===== config.mk =====
export PLATFORM = sky130hd
export DESIGN_NAME = rv32i_decoder
export DESIGN_NICKNAME = d
export VERILOG_FILES = /design/src/rtl/rv32i_core_pkg.sv /design/src/rtl/rv32i_decoder.sv
export SDC_FILE = /design/constraint.sdc
export NUM_CORES = 1
export LEC_CHECK = 0
export CAP_MARGIN = 5
export CORE_MARGIN = 2
export CORE_UTILIZATION = 31
export DETAILED_ROUTE_END_ITERATION = 8
export PLACE_DENSITY = 0.81
export SLEW_MARGIN = 0
export SYNTH_ARGS = -nofsm -noshare
export SYNTH_HDL_FRONTEND = slang
export SYNTH_SLANG_ARGS = --single-unit

===== constraint.sdc =====
create_clock -name vclk -period 2.93
set_input_delay 0.586 -clock vclk [all_inputs]
set_output_delay 0.586 -clock vclk [all_outputs]
set_load 0.02 [all_outputs]

===== src/rtl/rv32i_core_pkg.sv =====
// rv32i_core_pkg: shared decode types, opcode constants and funct3-to-ALU helper.
package rv32i_core_pkg;
    localparam logic [6:0] OPC_LUI    = 7'b0110111;
    localparam logic [6:0] OPC_AUIPC  = 7'b0010111;
    localparam logic [6:0] OPC_JAL    = 7'b1101111;
    localparam logic [6:0] OPC_JALR   = 7'b1100111;
    localparam logic [6:0] OPC_BRANCH = 7'b1100011;
    localparam logic [6:0] OPC_LOAD   = 7'b0000011;
    localparam logic [6:0] OPC_STORE  = 7'b0100011;
    localparam logic [6:0] OPC_OP_IMM = 7'b0010011;
    localparam logic [6:0] OPC_OP     = 7'b0110011;
    localparam logic [6:0] OPC_FENCE  = 7'b0001111;

    typedef enum logic [1:0] {OP_A_RS1, OP_A_PC, OP_A_ZERO} op_a_sel_e;
    typedef enum logic {OP_B_RS2, OP_B_IMM} op_b_sel_e;
    typedef enum logic [2:0] {IMM_NONE, IMM_I, IMM_S, IMM_B, IMM_U, IMM_J} imm_type_e;
    typedef enum logic [3:0] {
        ALU_OP_ADD, ALU_OP_SUB, ALU_OP_SLL, ALU_OP_SLT, ALU_OP_SLTU, ALU_OP_XOR,
        ALU_OP_SRL, ALU_OP_SRA, ALU_OP_OR, ALU_OP_AND, ALU_OP_PASS_B
    } alu_op_e;
    typedef enum logic [2:0] {BR_EQ, BR_NE, BR_LT, BR_GE, BR_LTU, BR_GEU} branch_type_e;
    typedef enum logic [1:0] {MEM_BYTE, MEM_HALF, MEM_WORD} mem_size_e;
    typedef enum logic [1:0] {WB_FROM_NONE, WB_FROM_ALU, WB_FROM_MEM, WB_FROM_PC4} wb_sel_e;

    typedef struct packed {
        logic         valid;
        logic [4:0]   rs1;
        logic [4:0]   rs2;
        logic [4:0]   rd;
        op_a_sel_e    op_a_sel;
        op_b_sel_e    op_b_sel;
        imm_type_e    imm_type;
        alu_op_e      alu_op;
        logic         branch;
        branch_type_e branch_type;
        logic         jump;
        logic         jalr;
        logic         mem_read;
        logic         mem_write;
        mem_size_e    mem_size;
        logic         mem_unsigned;
        wb_sel_e      wb_sel;
        logic         reg_write;
    } decode_ctrl_t;

    // Shared funct3 mapping of OP and OP-IMM; SUB/SRA are selected by the caller.
    function automatic alu_op_e alu_from_f3(input logic [2:0] f3);
        case (f3)
            3'b000:  alu_from_f3 = ALU_OP_ADD;
            3'b001:  alu_from_f3 = ALU_OP_SLL;
            3'b010:  alu_from_f3 = ALU_OP_SLT;
            3'b011:  alu_from_f3 = ALU_OP_SLTU;
            3'b100:  alu_from_f3 = ALU_OP_XOR;
            3'b101:  alu_from_f3 = ALU_OP_SRL;
            3'b110:  alu_from_f3 = ALU_OP_OR;
            default: alu_from_f3 = ALU_OP_AND;
        endcase
    endfunction
endpackage


===== src/rtl/rv32i_decoder.sv =====
// rv32i_decoder: combinational RV32I decode of one instruction word into a control bundle.
// Any unsupported encoding yields the all-zero bundle, which also drives illegal_o.
module rv32i_decoder
    import rv32i_core_pkg::*;
(
    input  logic         clk_i,
    input  logic         rst_i,
    input  logic [31:0]  instr_i,
    output decode_ctrl_t ctrl_o,
    output logic         illegal_o
);
    decode_ctrl_t w_ctrl;
    logic [6:0]   w_opc;
    logic [2:0]   w_f3;
    logic [6:0]   w_f7;
    logic         w_unused;

    assign w_opc    = instr_i[6:0];
    assign w_f3     = instr_i[14:12];
    assign w_f7     = instr_i[31:25];
    assign w_unused = &{1'b0, clk_i, rst_i};

    always_comb begin
        w_ctrl = '0;
        case (w_opc)
            OPC_LUI, OPC_AUIPC: begin
                w_ctrl.valid     = 1'b1;
                w_ctrl.rd        = instr_i[11:7];
                w_ctrl.op_a_sel  = (w_opc == OPC_LUI) ? OP_A_ZERO : OP_A_PC;
                w_ctrl.op_b_sel  = OP_B_IMM;
                w_ctrl.imm_type  = IMM_U;
                w_ctrl.alu_op    = (w_opc == OPC_LUI) ? ALU_OP_PASS_B : ALU_OP_ADD;
                w_ctrl.wb_sel    = WB_FROM_ALU;
                w_ctrl.reg_write = 1'b1;
            end
            OPC_JAL, OPC_JALR: begin
                w_ctrl.valid     = (w_opc == OPC_JAL) || (w_f3 == 3'b000);
                w_ctrl.rd        = instr_i[11:7];
                w_ctrl.rs1       = (w_opc == OPC_JALR) ? instr_i[19:15] : 5'd0;
                w_ctrl.jump      = 1'b1;
                w_ctrl.jalr      = (w_opc == OPC_JALR);
                w_ctrl.op_a_sel  = (w_opc == OPC_JALR) ? OP_A_RS1 : OP_A_PC;
                w_ctrl.op_b_sel  = OP_B_IMM;
                w_ctrl.imm_type  = (w_opc == OPC_JALR) ? IMM_I : IMM_J;
                w_ctrl.wb_sel    = WB_FROM_PC4;
                w_ctrl.reg_write = 1'b1;
            end
            OPC_BRANCH: begin
                w_ctrl.valid       = (w_f3[2:1] != 2'b01);
                w_ctrl.rs1         = instr_i[19:15];
                w_ctrl.rs2         = instr_i[24:20];
                w_ctrl.branch      = 1'b1;
                w_ctrl.branch_type = branch_type_e'(w_f3[2] ? {1'b0, w_f3[1:0]} + 3'd2 : {2'b00, w_f3[0]});
                w_ctrl.op_a_sel    = OP_A_PC;
                w_ctrl.op_b_sel    = OP_B_IMM;
                w_ctrl.imm_type    = IMM_B;
            end
            OPC_LOAD, OPC_STORE: begin
                w_ctrl.valid        = (w_f3[1:0] != 2'b11) && ((w_opc == OPC_LOAD) ? w_f3[2:1] != 2'b11 : !w_f3[2]);
                w_ctrl.rs1          = instr_i[19:15];
                w_ctrl.rs2          = (w_opc == OPC_STORE) ? instr_i[24:20] : 5'd0;
                w_ctrl.rd           = (w_opc == OPC_LOAD) ? instr_i[11:7] : 5'd0;
                w_ctrl.mem_read     = (w_opc == OPC_LOAD);
                w_ctrl.mem_write    = (w_opc == OPC_STORE);
                w_ctrl.mem_size     = mem_size_e'(w_f3[1:0]);
                w_ctrl.mem_unsigned = w_f3[2];
                w_ctrl.op_b_sel     = OP_B_IMM;
                w_ctrl.imm_type     = (w_opc == OPC_LOAD) ? IMM_I : IMM_S;
                w_ctrl.wb_sel       = (w_opc == OPC_LOAD) ? WB_FROM_MEM : WB_FROM_NONE;
                w_ctrl.reg_write    = (w_opc == OPC_LOAD);
            end
            OPC_OP_IMM: begin
                w_ctrl.valid     = (w_f3 == 3'b001) ? (w_f7 == 7'b0000000) :
                                   (w_f3 == 3'b101) ? (w_f7 == 7'b0000000 || w_f7 == 7'b0100000) : 1'b1;
                w_ctrl.rs1       = instr_i[19:15];
                w_ctrl.rd        = instr_i[11:7];
                w_ctrl.op_b_sel  = OP_B_IMM;
                w_ctrl.imm_type  = IMM_I;
                w_ctrl.alu_op    = (w_f3 == 3'b101 && w_f7[5]) ? ALU_OP_SRA : alu_from_f3(w_f3);
                w_ctrl.wb_sel    = WB_FROM_ALU;
                w_ctrl.reg_write = 1'b1;
            end
            OPC_OP: begin
                w_ctrl.valid     = (w_f7 == 7'b0000000) || (w_f7 == 7'b0100000 && (w_f3 == 3'b000 || w_f3 == 3'b101));
                w_ctrl.rs1       = instr_i[19:15];
                w_ctrl.rs2       = instr_i[24:20];
                w_ctrl.rd        = instr_i[11:7];
                w_ctrl.alu_op    = w_f7[5] ? ((w_f3 == 3'b000) ? ALU_OP_SUB : ALU_OP_SRA) : alu_from_f3(w_f3);
                w_ctrl.wb_sel    = WB_FROM_ALU;
                w_ctrl.reg_write = 1'b1;
            end
            OPC_FENCE: w_ctrl.valid = (w_f3 == 3'b000);
            default: ;
        endcase
        if (!w_ctrl.valid) w_ctrl = '0;
    end

    assign ctrl_o    = w_ctrl;
    assign illegal_o = !w_ctrl.valid;
endmodule


Word-level counts from Yosys, hierarchy flattened
Index checks and enable logic that the tools add are counted.

operators by class
  add/subtract/negate cells = 1
  equal/unequal tests = 20
  mux-type cells = 29
  reductions and logical operators = 18

operators with widths
  kind                  number
  $mux W40              1
  $pmux W5 S2           3
  $eq A7 B6 Y1 const B  4
  $pmux W4 S7           1
  $eq A7 B7 Y1 const B  3
  $mux W5               4
  $pmux W4 S5           1
  $mux W4               4
  $eq A7 B5 Y1 const B  2
  $pmux W4 S3           1
  $eq A3 B3 Y1 const B  3
  $mux W3               3
  $pmux W3 S3           1
  $mux W2               4
  $reduce_or A2 Y1      4
  $eq A7 B2 Y1 const B  1
  $eq A7 B4 Y1 const B  1
  $logic_not A7 Y1      1
  $pmux W1 S7           1
  $eq A3 B2 Y1 const B  2
  $pmux W2 S3           1
  $reduce_or A6 Y1      1
  $reduce_or A5 Y1      1
  $logic_or A1 B1 Y1    4
  9 further kinds       16

storage, ports and cells
  bits in registers = 0
  input port bits = 34
  output and inout bits = 41
  logic and storage cells = 68

Longest topological paths before layout
Gate-level depths: netlist of run 1.

  word-level depth = 7
  depth in mapped cells = 7
  mapped depth without buffers = 5

Least setup slack after synthesis of run 1
OpenSTA, ideal clock, no wires.

  path kind = in2out
  from = in instr_i[26]
  to = out ctrl_o[24] (netlist bit)
  arrival = 2.258 ns
  data required time = 2.344 ns
  slack = 0.086 ns
  cell stages on the path = 5
  buffers on the path = 0
  cell sequence = or4_1 > o32a_1 > nor3_4 > a211oi_4 > nor3b_1

RTL lines
  element          line                source
  start, declared  rv32i_decoder.sv:8  input logic [31:0] instr_i,
  end, declared    rv32i_decoder.sv:9  output decode_ctrl_t ctrl_o,

==> flow_summary.yaml, run 1 <==
global_route:
  antenna_found_initial: 0
  grtUsageMet2_pct: 69.31
  grt_pass1_vias: 1722
  gr-max-usage-layer: "met2"
  grt_use_total_pct: 39.26
  grt_pass1_wl_um: 8307
  met3_usage_pct: 10.83
  grt-ovfl-total: 0
  grt_start_max_net_pins: 9
  met1_usage_pct: 40.80
timing:
  tightest_slew_ps: 533.8
  setup-violations-final: 31
  setup_tns_ps: -5008
  relSlewSlack_pct: 64.04
  min_period_ps: 3222
  drv_slew: 0
  fin_crit_sh_pct: 110.0
  hold_viol_final: 0
  rsz0062_at_grt: "true"
  setup_ws_ps: -291.8
  fmax_mhz: 310.4
routing:
  drc: 0
  dr.pass1.iters: 4
  vias_per_cell: 6.086
  wirelength_um: 6500
  drt_iter0_drc: 98
  wl_per_cell_um: 22.26
  antenna_left: 0
  route.vias.total: 1777
finish:
  design.seq.count: 0
  regArea_sq_um: 0
  nClkBuffers: 0
  layout-drive-gt1-share_pct: 51.91
  fillCellCount: 101
  area_growth_pct: 185.3
  fin_area_sq_um: 2188
  antenna_cells: 0
  fin_nets: 298
die:
  num_rows: 18
  die_h_um: 53.74
  die-width_um: 53.74
  die_area_sq_um: 2888
  start_util_pct: 31.83
  core_area_sq_um: 2410
  ios: 75
power_and_ir_drop:
  peakVddDrop_mv: 0.1078
  p_leak_nw: 1.061
  power.switching_mw: 0.09862
  switching_share_pct: 48.62
  p_per_area_nw_per_um2: 92.68
  pwr-share-clk_pct: 0
  p_comb_share_pct: 100.0
  seqPwrFrac_pct: 0
  power_mw: 0.2028
  p_int_mw: 0.1042
setup_path:
  cp_max_fo: 5
  required_ps: 2340
  critical_path_arrival_ps: 2640
  end_kind: "output port"
  start_kind: "primary input"
  path_class: "in -> out"
logic_synthesis:
  seq_area_frac_synth_pct: 0
  syn_area_sq_um: 767.0
  avgSynthCellArea_sq_um: 5.558
  synth_cell_type_count: 32
  ys_warn_count: 0
  postSynthNetCount: 172
  synthCells: 138
outcome:
  status: "finished, violations left"
  violations: "negative setup slack"
place:
  place_area_sq_um: 1831
  port_buffers: 73
  dp_hpwl_um: 2966
  finalWeightedCongestion: 0.8704
job:
  maxCapViolCount: 0
cts:
  ctsHoldBuffers: 0
hold_path:
  hp-class: "in -> out"
## power groups by stage
| stage | sequential, mW | combinational [mW] | clock [mW] |
|---|---|---|---|
| final | 0 | 0.203 | 0 |
| after global routing | 0 | 0.211 | 0 |
| after CTS | 0 | 0.177 | 0 |
| after detailed placement | 0 | 0.154 | 0 |
| after global placement | 0 | 0.150 | 0 |
| after floorplan | 0 | 0.0566 | 0 |
## final timing paths
check              startpoint          to  slack (ps)  cells after the start
hold / removal     instr_i[6]   ctrl_o[6]        1720                      4
setup / recovery  instr_i[27]  ctrl_o[38]        -290                     11
## synthesized netlist by cell type
master / instances / area (sq um)
inv_1: 7 / 26.28
and3_1: 2 / 12.51
a31oi_1: 2 / 12.51
nor3_1: 6 / 30.03
clkbuf_1: 6 / 22.52
o32a_1: 2 / 20.02
and4bb_1: 1 / 12.51
and3b_1: 2 / 17.52
nand2_1: 28 / 105.1
nor3b_1: 6 / 45.04
nand4_1: 1 / 6.260
nor3_4: 2 / 32.53
a21oi_2: 4 / 35.03
o21ai_0: 7 / 35.03
nand3_1: 6 / 30.03
a21oi_1: 5 / 25.02
nor2b_1: 3 / 18.77
buf_2: 2 / 10.01
nand2b_1: 2 / 12.51
o22ai_1: 1 / 6.260
or4_1: 1 / 7.510
o31ai_1: 1 / 7.510
a211oi_4: 1 / 20.02
a21o_1: 2 / 15.01
and2_1: 2 / 12.51
mux2i_1: 1 / 10.01
o211ai_1: 2 / 15.01
nor4_4: 1 / 21.27
nor4_1: 1 / 6.260
nor2_1: 28 / 105.1
buf_6: 2 / 22.52
a2bb2oi_1: 1 / 8.760
## placed cells by master (no fill, tap or decap), types with 5 or more instances in the layout
cell type	n
nor2_4	13
buf_2	6
clkdlybuf4s50_1	17
nor2_1	13
a21oi_2	5
o21ai_0	7
inv_1	6
nand3_1	5
nand2_1	27
buf_4	55
dlygate4sd2_1	17
nor3b_2	5
buf_6	24
## through the flow
step           utilization, %  setup slack, ps  std cells  hold slack [ps]
2_1_floorplan               -            86.42        138             1294
3_3_place_gp            75.96           -717.5        276             2174
3_5_place_dp            75.96           -802.0        276             2177
4_1_cts                 88.47           -177.1        287             1827
5_1_grt                 90.81           -383.0        292             1734
6_report                90.81           -291.8        292             1722
## area by class of cell
class | count | area (sq um) | share of cell area (%)
Tap cell | 30 | 37.54 | 1.715
Multi-Input combinational cell | 121 | 874.6 | 39.97
Inverter | 7 | 28.78 | 1.315
Timing Repair Buffer | 134 | 1247 | 57.00
## routing by layer
layer	vias up	wire, um
li1	728	-
met4	0	445
met3	50	655
met5	-	0
met1	828	2308
met2	171	3090
## timing repair
item | in CTS | in global routing
resized for setup | 243 | 28
endpoints found under the hold margin | 0 | 0
endpoints found under the setup margin | 41 | 34
pin swaps | 16 | 13
buffers inserted | 8 | 10
gates cloned | 3 | 0
## critical path: stages
cell and delay (ps):
buf_6 90, or4_4 510, o32a_1 360, nor3_4 210, a211oi_4 110, buf_12 150, buf_12 120, buf_16 130
buf_4 140, nor2_4 100, buf_6 120
## cells by family after synthesis
group / Yosys count / share of synthesized area, %
buffers and inverters: 17 / 10.60
AND/OR/NAND/NOR: 92 / 61.99
AO/OA/AOI/OAI: 28 / 26.10
multiplexers: 1 / 1.305
(Power assumes the default switching activity.)
==> inputs of run 2 (changes only) <==
--- a/config.mk
+++ b/config.mk
@@ -9,7 +9,7 @@
 export CORE_MARGIN = 2
 export CORE_UTILIZATION = 31
 export DETAILED_ROUTE_END_ITERATION = 8
-export PLACE_DENSITY = 0.81
+export PLACE_DENSITY = 0.83
 export SLEW_MARGIN = 0
 export SYNTH_ARGS = -nofsm -noshare
 export SYNTH_HDL_FRONTEND = slang
==> run 2 against run 1 <==
Net effect:
- the run still ends with negative setup slack left
- highest routed layer unchanged
- wire length is 18% lower
- sequential share of layout area stayed put
- combinational power is 9.9% lower
- critical endpoint is now ctrl_o[25]
- largest power group unchanged
- global-route usage is 4.6 points lower
- via count is 8.9% lower
- utilization is 4.7 points lower
==> flow_summary.yaml, run 2 (synthesized netlist as in run 1, its figures left out) <==
outcome:
  status: "finished, violations left"
  violations: "negative setup slack"
timing:
  setup_tns_ps: -15.16
  setup_ws_ps: -12.76
  fmax_mhz: 339.8
  drv_slew: 0
  hold_viol_final: 0
  fin_crit_sh_pct: 100.4
  setup-violations-final: 2
  rsz0062_at_grt: "true"
  relSlewSlack_pct: 72.17
  tightest_slew_ps: 416.5
  min_period_ps: 2943
power_and_ir_drop:
  switching_share_pct: 47.91
  pwr-share-clk_pct: 0
  peakVddDrop_mv: 0.06743
  seqPwrFrac_pct: 0
  p_per_area_nw_per_um2: 88.36
  p_int_mw: 0.09547
  p_leak_nw: 0.9974
  power.switching_mw: 0.08783
  p_comb_share_pct: 100.0
  power_mw: 0.1833
hold_path:
  min_from: "instr_i[12]"
  min_to: "ctrl_o[10]"
  hp-class: "in -> out"
  holdPathStages: 5
finish:
  antenna_cells: 0
  area_growth_pct: 170.5
  layout-drive-gt1-share_pct: 51.56
  final_common_cell: "buf_4"
  fillCellCount: 135
  regArea_sq_um: 0
  fin_nets: 292
  nClkBuffers: 0
  layout.cells.non_filler: 286
  final_cell_mix: "buf_4 (57), nand2_1 (28), buf_6 (23), clkdlybuf4s50_1 (17), nor2_4 (14)"
  design.seq.count: 0
job:
  maxCapViolCount: 0
cts:
  ctsHoldBuffers: 0
die:
  ios: 75
  die-width_um: 53.74
  num_rows: 18
  die_h_um: 53.74
  die_area_sq_um: 2888
  core_area_sq_um: 2410
  start_util_pct: 31.83
place:
  finalWeightedCongestion: 0.8881
  dp_hpwl_um: 3115
  dp.cells: 278
  dp_worst_setup_slack_ps: -800.4
  port_buffers: 73
setup_path:
  end_kind: "output port"
  cp_max_fo: 6
  start_kind: "primary input"
  path_class: "in -> out"
  required_ps: 2340
  critical_path_arrival_ps: 2360
routing:
  wirelength_um: 5331
  drc: 0
  antenna_left: 0
  route.vias.total: 1618
  wl_per_cell_um: 18.64
  drt_iter0_drc: 65
  vias_per_cell: 5.657
  dr.pass1.iters: 4
global_route:
  grt_use_total_pct: 34.68
  grt_pass1_vias: 1584
  antenna_found_initial: 0
  grt-ovfl-total: 0
  grt_start_max_net_pins: 8
  grt_pass1_wl_um: 7410
run 2: layout make-up:
class,instances,area [sq um],share of cell area (%)
Timing Repair Buffer,128,1136,54.76
Multi-Input combinational cell,121,874.6,42.16
Tap cell,30,37.54,1.809
Inverter,7,26.28,1.267
run 2: timing repair:
| item | CTS | global route |
|---|---|---|
| endpoints found under the setup margin | 41 | 37 |
| gates cloned | 2 | 0 |
| gates resized for setup | 247 | 31 |
| setup buffers | 4 | 4 |
| pin swaps | 26 | 11 |
run 2: worst max-delay path, stage by stage:
cell	delay, ps
buf_6	90
or4_1	510
o32a_1	330
nor3_4	180
a211oi_4	120
buf_4	190
nor3b_4	210
buf_6	150
run 2: how the worst max path moves through the flow:
stage | slack (ps) | cells past startpoint | end | start
final | -10 | 8 | ctrl_o[25] | instr_i[25]
after global routing | -60 | 8 | ctrl_o[25] | instr_i[25]
after CTS | -170 | 9 | ctrl_o[25] | instr_i[27]
after detailed placement | -800 | 8 | ctrl_o[25] | instr_i[26]
after global placement | -720 | 8 | ctrl_o[27] | instr_i[26]
after floorplan | 90 | 5 | ctrl_o[24] | instr_i[26]
run 2: through the flow:
| stage | cell area [sq um] | utilization [%] | hold WS (ps) |
|---|---|---|---|
| final | 2074 | 86.09 | 1745 |
| after global routing | 2074 | 86.09 | 1770 |
| after CTS | 2037 | 84.53 | 1816 |
| after detailed placement | 1846 | 76.58 | 2176 |
| after global placement | 1846 | 76.58 | 2177 |
| after floorplan | 767.0 | - | 1294 |
run 2: power groups by stage:
stage               clock network, mW  registers [mW]  logic [mW]
finish                              0               0       0.183
global route                        0               0       0.191
CTS                                 0               0       0.169
detailed placement                  0               0       0.156
global placement                    0               0       0.152
floorplan                           0               0      0.0566
run 2: layer usage:
layer	wire [um]	global-route usage (%)	vias up
li1	-	-	716
met1	1805	35.87	753
met2	2859	67.48	120
met3	443	4.722	29
met4	222	15.81	0
met5	0	0	-
==> inputs of run 3 (changes only) <==
--- a/config.mk
+++ b/config.mk
@@ -6,6 +6,7 @@
 export NUM_CORES = 1
 export LEC_CHECK = 0
 export CAP_MARGIN = 5
+export CORE_ASPECT_RATIO = 0.8
 export CORE_MARGIN = 2
 export CORE_UTILIZATION = 31
 export DETAILED_ROUTE_END_ITERATION = 8
==> run 3 against run 2 <==
Net effect:
- the flow still finishes with violations (negative setup slack)
- clock-buffer cell count did not move
- setup slack got worse by 120 ps
- cell count grew 0.35%
- sequential share of layout area unchanged
- via count is 9.3% higher
- critical path depth grew 1
- global-route usage shrank 1.8 points
- sequential cell count unchanged
- combinational power up 3%
- design area increased by 1.5%
- highest routed layer unchanged
==> flow_summary.yaml, run 3 (synthesized netlist as in run 1, its figures left out) <==
routing:
  drc: 0
  wl_per_cell_um: 20.20
  drt_iter0_drc: 163
  dr.pass1.iters: 6
  wirelength_um: 5796
  vias_per_cell: 6.160
  route.vias.total: 1768
  antenna_left: 0
hold_path:
  holdPathStages: 4
  min_to: "ctrl_o[17]"
  hp-class: "in -> out"
  min_from: "instr_i[13]"
power_and_ir_drop:
  peakVddDrop_mv: 0.05913
  p_leak_nw: 1.016
  p_per_area_nw_per_um2: 89.75
  power_mw: 0.1890
setup_path:
  critical_path_arrival_ps: 2480
  path_class: "in -> out"
  start_kind: "primary input"
  end_kind: "output port"
  cp_max_fo: 4
  required_ps: 2340
die:
  ios: 75
  die_h_um: 48.49
  start_util_pct: 31.93
  num_rows: 16
  die-width_um: 59.61
  die_area_sq_um: 2890
  core_area_sq_um: 2402
finish:
  antenna_cells: 0
  layout-drive-gt1-share_pct: 51.54
  final_common_cell: "buf_4"
  final_cell_mix: "buf_4 (56), nand2_1 (27), buf_6 (22), clkdlybuf4s50_1 (20), nor2_1 (16)"
  nClkBuffers: 0
  design.seq.count: 0
  regArea_sq_um: 0
  fillCellCount: 120
  fin_nets: 296
  multiInputGateArea_sq_um: 877.1
  layout.cells.non_filler: 287
  fin_util_pct: 87.66
  area_growth_pct: 174.6
timing:
  drv_slew: 0
  fmax_mhz: 326.1
  setup_tns_ps: -1716
  rsz0062_at_grt: "true"
  tightest_slew_ps: 488.8
  setup-violations-final: 24
  hold_viol_final: 0
  fin_crit_sh_pct: 104.7
  min_period_ps: 3067
  setup_ws_ps: -136.9
  relSlewSlack_pct: 67.31
global_route:
  grt_start_max_net_pins: 10
  grt_pass1_wl_um: 7424
  grt_pass1_vias: 1648
  grt-ovfl-total: 0
  antenna_found_initial: 0
  grt_use_total_pct: 32.88
place:
  finalWeightedCongestion: 0.9383
  dp.cells: 274
  port_buffers: 73
  dp_hpwl_um: 3157
job:
  maxCapViolCount: 0
outcome:
  violations: "negative setup slack"
  status: "finished, violations left"
cts:
  ctsHoldBuffers: 0
run 3: changes by cell type in the layout (fill, tap and decap cells not counted), sizes merged:
cell,before,now
dlygate4sd2,11,9
inv,7,6
clkinv,0,1
dlymetal6s2s,4,3
clkdlybuf4s15,4,1
clkdlybuf4s50,17,20
buf,87,90
clkbuf,5,7
dlygate4sd1,0,1
a211oi,1,2
run 3: worst max path at each step:
stage	startpoint	endpoint	slack, ps	depth (start not counted)
floorplan	instr_i[26]	ctrl_o[24]	90	5
global placement	instr_i[5]	illegal_o	-880	7
detailed placement	instr_i[5]	illegal_o	-940	7
CTS	instr_i[27]	ctrl_o[17]	-190	10
global route	instr_i[27]	ctrl_o[24]	-170	9
finish	instr_i[27]	ctrl_o[24]	-140	9
run 3: worst max-delay path, stage by stage:
cell	delay [ps]
buf_6	90
or4_4	510
o32a_1	330
nor3_4	190
buf_6	140
a211oi_4	70
buf_6	150
nor3b_2	220
buf_4	190
run 3: stage by stage:
step           hold WS [ps]  worst slack, ps  cell area, sq um
2_1_floorplan          1294            86.42             767.0
3_3_place_gp           2172           -877.4              1847
3_5_place_dp           2177           -941.0              1847
4_1_cts                1814           -193.8              1889
5_1_grt                1689           -173.0              2106
6_report               1664           -136.9              2106
run 3: area by class of cell:
cell class | count | area share [%]
Multi-Input combinational cell | 122 | 41.65
Tap cell | 27 | 1.604
Timing Repair Buffer | 131 | 55.26
Inverter | 7 | 1.485
run 3: what timing repair did:
action,4_1_cts,5_1_grt
buffers inserted,7,6
gates resized for setup,196,68
endpoints found under the setup margin,41,36
cloned,1,0
hold endpoints to repair,0,0
pin swaps,13,20
run 3: where the power goes:
| group | internal, mW | total (mW) | switching [mW] |
|---|---|---|---|
| registers | 0 | 0 | 0 |
| logic | 0.0955 | 0.189 | 0.0935 |
| clock network | 0 | 0 | 0 |
run 3: metal layers:
| metal | share of wire [%] | wire length, um | vias to the layer above | global-route usage [%] |
|---|---|---|---|---|
| met1 | 33 | 1899 | 795 | 37.03 |
| met4 | 8.3 | 483 | 0 | 15.93 |
| li1 | - | - | 724 | - |
| met2 | 47 | 2747 | 185 | 59.34 |
| met3 | 11 | 665 | 64 | 4.011 |
| met5 | 0 | 0 | - | 0 |
